File: src/rtl/rsa_operand_loader.sv
`timescale 1ns/1ps
// rsa_operand_loader
//   Loads NUM_OPS operands word by word from a valid/ready stream into OP_W-bit
//   registers. It then pulses start to the modular-arithmetic core and waits for
//   core_done. The captured result is streamed back out word by word.
//
// Ports
//   clk, rst_n            clock, synchronous active-low reset
//   in_valid/in_ready     operand beat handshake
//   in_word               operand k's word in bits [k*WORD_W +: WORD_W]
//   op_data               assembled operands, operand k in [k*OP_W +: OP_W]
//   start                 one-cycle core start pulse
//   core_done/core_result core completion pulse and result
//   out_valid/out_ready   result word handshake
//   out_word              current result word
//   busy                  high whenever the loader is not in its load phase
module rsa_operand_loader #(
  parameter int unsigned WORD_W    = 32,
  parameter int unsigned OP_W      = 512,
  parameter int unsigned NUM_OPS   = 2,
  parameter bit          MSW_FIRST = 1'b0
) (
  input  logic                      clk,
  input  logic                      rst_n,
  input  logic                      in_valid,
  output logic                      in_ready,
  input  logic [NUM_OPS*WORD_W-1:0] in_word,
  output logic [NUM_OPS*OP_W-1:0]   op_data,
  output logic                      start,
  input  logic                      core_done,
  input  logic [OP_W-1:0]           core_result,
  output logic                      out_valid,
  input  logic                      out_ready,
  output logic [WORD_W-1:0]         out_word,
  output logic                      busy
);

  localparam int unsigned BEATS = OP_W / WORD_W;
  localparam int unsigned CNT_W = (BEATS > 1) ? $clog2(BEATS) : 1;
  localparam logic [CNT_W-1:0] LAST_BEAT = CNT_W'(BEATS - 1);

  typedef enum logic [1:0] {
    S_LOAD   = 2'd0,
    S_START  = 2'd1,
    S_WAIT   = 2'd2,
    S_UNLOAD = 2'd3
  } state_t;

  state_t                    state_q, state_d;
  logic [CNT_W-1:0]          cnt_q, cnt_d;
  logic                      load_fire, unload_fire, capture;
  logic                      in_ready_d, start_d, out_valid_d, busy_d;
  logic [NUM_OPS*OP_W-1:0]   op_next;
  logic [OP_W-1:0]           result_q, result_shift;

  // Word-order specific shift paths; out_word is always the word nearest the exit end.
  if (MSW_FIRST) begin : g_msw
    always_comb begin
      op_next = op_data;
      for (int k = 0; k < int'(NUM_OPS); k++) begin
        op_next[k*OP_W +: OP_W] = {op_data[k*OP_W +: (OP_W-WORD_W)],
                                   in_word[k*WORD_W +: WORD_W]};
      end
    end
    assign result_shift = {result_q[OP_W-WORD_W-1:0], {WORD_W{1'b0}}};
    assign out_word     = result_q[OP_W-1 -: WORD_W];
  end else begin : g_lsw
    always_comb begin
      op_next = op_data;
      for (int k = 0; k < int'(NUM_OPS); k++) begin
        op_next[k*OP_W +: OP_W] = {in_word[k*WORD_W +: WORD_W],
                                   op_data[k*OP_W+WORD_W +: (OP_W-WORD_W)]};
      end
    end
    assign result_shift = {{WORD_W{1'b0}}, result_q[OP_W-1:WORD_W]};
    assign out_word     = result_q[WORD_W-1:0];
  end

  // Next-state, counter and handshake decode; flag outputs are precomputed from state_d.
  always_comb begin
    state_d     = state_q;
    cnt_d       = cnt_q;
    load_fire   = 1'b0;
    unload_fire = 1'b0;
    capture     = 1'b0;
    case (state_q)
      S_LOAD: begin
        if (in_valid && in_ready) begin
          load_fire = 1'b1;
          if (cnt_q == LAST_BEAT) begin
            cnt_d   = '0;
            state_d = S_START;
          end else begin
            cnt_d = cnt_q + CNT_W'(1);
          end
        end
      end
      S_START: begin
        state_d = S_WAIT;
      end
      S_WAIT: begin
        if (core_done) begin
          capture = 1'b1;
          cnt_d   = '0;
          state_d = S_UNLOAD;
        end
      end
      S_UNLOAD: begin
        if (out_valid && out_ready) begin
          unload_fire = 1'b1;
          if (cnt_q == LAST_BEAT) begin
            cnt_d   = '0;
            state_d = S_LOAD;
          end else begin
            cnt_d = cnt_q + CNT_W'(1);
          end
        end
      end
      default: begin
        state_d = S_LOAD;
        cnt_d   = '0;
      end
    endcase
    in_ready_d  = (state_d == S_LOAD);
    start_d     = (state_d == S_START);
    out_valid_d = (state_d == S_UNLOAD);
    busy_d      = (state_d != S_LOAD);
  end

  // State register and registered control outputs.
  always_ff @(posedge clk) begin
    if (!rst_n) begin
      state_q   <= S_LOAD;
      cnt_q     <= '0;
      in_ready  <= 1'b1;
      start     <= 1'b0;
      out_valid <= 1'b0;
      busy      <= 1'b0;
    end else begin
      state_q   <= state_d;
      cnt_q     <= cnt_d;
      in_ready  <= in_ready_d;
      start     <= start_d;
      out_valid <= out_valid_d;
      busy      <= busy_d;
    end
  end

  // Operand and result registers.
  always_ff @(posedge clk) begin
    if (!rst_n) begin
      op_data  <= '0;
      result_q <= '0;
    end else begin
      if (load_fire) begin
        op_data <= op_next;
      end
      if (capture) begin
        result_q <= core_result;
      end else if (unload_fire) begin
        result_q <= result_shift;
      end
    end
  end

endmodule

File: config.mk
export PLATFORM = sky130hd
export DESIGN_NAME = rsa_operand_loader
export DESIGN_NICKNAME = d
export VERILOG_FILES = /design/src/rtl/rsa_operand_loader.sv
export SDC_FILE = /design/constraint.sdc
export NUM_CORES = 2
export LEC_CHECK = 0
export BUFFER_PORTS_ARGS = -buffer_cell sky130_fd_sc_hd__clkbuf_2
export CAP_MARGIN = 10
export CORE_AREA = 3 3 636 638
export CTS_CLUSTER_SIZE = 20
export DETAILED_ROUTE_END_ITERATION = 8
export DIE_AREA = 0 0 639 641
export SYNTH_ARGS = -nofsm -noshare
export SYNTH_HDL_FRONTEND = slang
export SYNTH_SLANG_ARGS = --single-unit
File: constraint.sdc
create_clock -name clk -period 1.7 [get_ports clk]
set_input_delay 0.17 -clock clk [delete_from_list [all_inputs] [get_ports clk]]
set_output_delay 0.17 -clock clk [all_outputs]
set_load 0.005 [all_outputs]
==> results.cfg <==
[global_route]
grt_pass1_vias = 59100
grt_max_degree = 103
antenna_found_initial = 84
grt_usage_pct = 17.1
grt_overflow_total = 0
grt_pass1_wl_mm = 492

[clock_network]
cts_sinks = 1546
cts_buffers = 186
cts_tree = built
clockRootBuffer = clkbuf_16
clk_pin_slew_worst_paths_ns = 0.06
worstSkewPairLatency_ns = 0.90
htreeDepth = 4
clockBufferDepth = 4

[synth]
synth.net_count = 7879
syn_inst = 7297
synth_top_area_share_pct = 50.7
synth_flop_cell = dfxtp_1
synth_cell_type_count = 34
synth.area.top_cells = dfxtp_1 51%, nand2_1 19%, o211a_1 7.9%
ys_seq_elements = 1546
synth_area_mm2 = 0.0611
async_flop_share_pct = 0
synth_mux_area_share_pct = 0.0164
synth_edf_count = 0
synth_top_family_by_area = simple AND/OR/NAND/NOR gates
synth_xor_xnor_area_share_pct = 0
synth_top_cell_by_area = dfxtp_1
syn_avg_cell_area_um2 = 8.37
yosysSeqAreaShare_pct = 50.7
synthAdderAreaFrac_pct = 0.0205
synthSimpleGateAreaFrac_pct = 23.0
yosys_warnings = 0
synth-compound-area-share_pct = 21.0

[power]
power.switching_uw = 20300
p_seq_share_pct = 43.7
power.internal_uw = 63100
p_leak_uw = 0.0412
p_per_area_mw_per_mm2 = 888
p_clk_share_pct = 49.3
swShare_pct = 24.4
combPwrFrac_pct = 6.9
worst_ir_drop_vdd_uv = 781

[cells_and_area]
nets = 10200
final_common_cell = nand2_1
multi_input_area_mm2 = 0.0271
final_cell_mix = 3,000 x nand2_1, 1,583 x clkbuf_2, 1,416 x dfxtp_1, 610 x a21boi_1, 580 x dlygate4sd3_1
fillCellCount = 43200
areaGrowthSynthToFinish_pct = 53.8
instances_no_fill = 15100
fin_area_mm2 = 0.0940
regArea_mm2 = 0.0314
final_layout_size_suffix_gt1_share_pct = 27.7
final_core_util_pct = 23.5

[placed_design]
globalplace.congestion = 0.943
hpwl_mm = 284
io_buffers = 1640
post_dp_cell_area_mm2 = 0.0776
dp_cells = 14000

[drt]
drt-initial-drc-count = 5558
firstDrtPassIters = 7
wl_met1_mm = 148
highest_layer = met5
finalWirelength_mm = 379
wl_met3_mm = 35.3
drtAntennaViolNets = 0
vias = 63900
drt-wirelength-per-cell_um = 25.1
routed-wl-met2_mm = 176
vias_per_cell = 4.23
drc = 0

[floorplan]
core.rowCount = 232
die_x_um = 639
start_util_pct = 15.3
core_area_mm2 = 0.399
io_pins = 1641
die_area_mm2 = 0.410
chipHeight_um = 641

[timing]
final_hold_viol_count = 0
fmax_mhz = 523
setup_viol = 1436
final.period_utilization_pct = 112
finalWorstSetupSlack_ns = -0.212
drv_slew = 0
worst_pin_slew_ns = 0.517
layout_min_cycle_time_ns = 1.91
rsz0062_at_grt = true
max_slew_margin_pct = 65.5
finClkSkew_ns = 0.0953

[worst_setup_path]
critPathMaxFanout = 8
crit_type = reg2reg
reg2reg_from = state_q[0]
crit_path_start_kind = flop
critPathRequiredTime_ns = 2.54
worstPathArrival_ns = 2.75
cp-end-kind = flop
startpoint = state_q[0]

[worst_hold_path]
min_path_type = in2reg
hold_start = in_word[31]

[job]
cap_violations = 0

[run_status]
status = finished, violations left
violations = negative setup slack
power groups by stage:
| stage | sequential, µW | combinational [µW] | clock [µW] |
|---|---|---|---|
| after floorplan | 37300 | 1670 | 0 |
| after global placement | 37400 | 3740 | 0 |
| after detailed placement | 37400 | 3740 | 0 |
| after CTS | 36500 | 5250 | 42100 |
| after global routing | 36500 | 6050 | 43300 |
| final | 36500 | 5790 | 41100 |
flip-flops by register name, indices dropped and copies added (netlist names):
| register | flops |
|---|---|
| op_data | 1024 |
| result_q | 512 |
| cnt_q | 4 |
| state_q | 2 |
| busy | 1 |
| in_ready | 1 |
| out_valid | 1 |
| start | 1 |
repair_timing:
action / in CTS / in global routing
pin swaps: 6 / 5
gates resized for setup: 485 / 315
gates cloned: 13 / 39
buffers inserted: 74 / 35
endpoints found under the hold margin: 1157 / 0
hold buffers: 580 / 0
endpoints found under the setup margin: 1835 / 1887
cell families after synthesis:
logic type	Yosys count
buffers and inverters	653
muxes	1
AOI/OAI and AO/OA	1550
adders and majority gates	1
DFF	1546
and+or+nand+nor	3546
cells in the mapped netlist (3+ instances only):
| master | instances |
|---|---|
| and3_1 | 3 |
| dfxtp_1 | 1546 |
| nand2_1 | 3014 |
| buf_4 | 111 |
| a22oi_1 | 34 |
| o21ai_0 | 3 |
| nand3_1 | 481 |
| buf_6 | 7 |
| o211a_1 | 481 |
| a21boi_0 | 625 |
| clkbuf_1 | 274 |
| buf_1 | 12 |
| a21boi_1 | 400 |
| nor2_1 | 3 |
| nor2b_1 | 36 |
| buf_2 | 245 |
worst max-delay path, cell delays in order, from the launching register on:
cell,delay (ns)
dfxtp_2,0.34
or2_4,0.24
nor2_4,0.22
buf_12,0.20
buf_16,0.17
buf_12,0.16
buf_16,0.14
buf_8,0.13
nand2_1,0.11
a21boi_1,0.13
routing by layer:
metal | GRT usage (%) | up-vias
met3 | 5.30 | 950
met4 | 7.59 | 10
li1 | - | 29000
met1 | 20.3 | 30800
met2 | 28.3 | 3170
met5 | 0.0354 | -
final timing paths:
kind | endpoint | slack, ns | cells after the start
max reg2reg | op_data[715] | -0.21 | 9
min | op_data[511] | 0.11 | 4
max | op_data[715] | -0.21 | 9
min reg2reg | op_data[68] | 0.43 | 2
through the flow:
stage	power (µW)	setup slack, ns	hold WS [ns]	setup TNS (ns)
after floorplan	39000	0.148	0.315	0
after CTS	83800	-0.197	0.000756	-147.35
final	83400	-0.212	0.110	-111.08
after global placement	41200	-0.365	0.407	-119.41
after global routing	85900	-0.294	0.0683	-255.18
after detailed placement	41200	-0.398	0.414	-171.42
area by class of cell:
class                      count  area share (%)
clock inverter                71           0.879
multi-input combinational   5098            28.8
antenna                       38           0.101
inverter                       2         0.00799
timing repair buffer        2829            24.1
sequential                  1546            33.4
tap                         5265            7.01
clock buffer                 260            5.73
(Power assumes the default switching activity.)
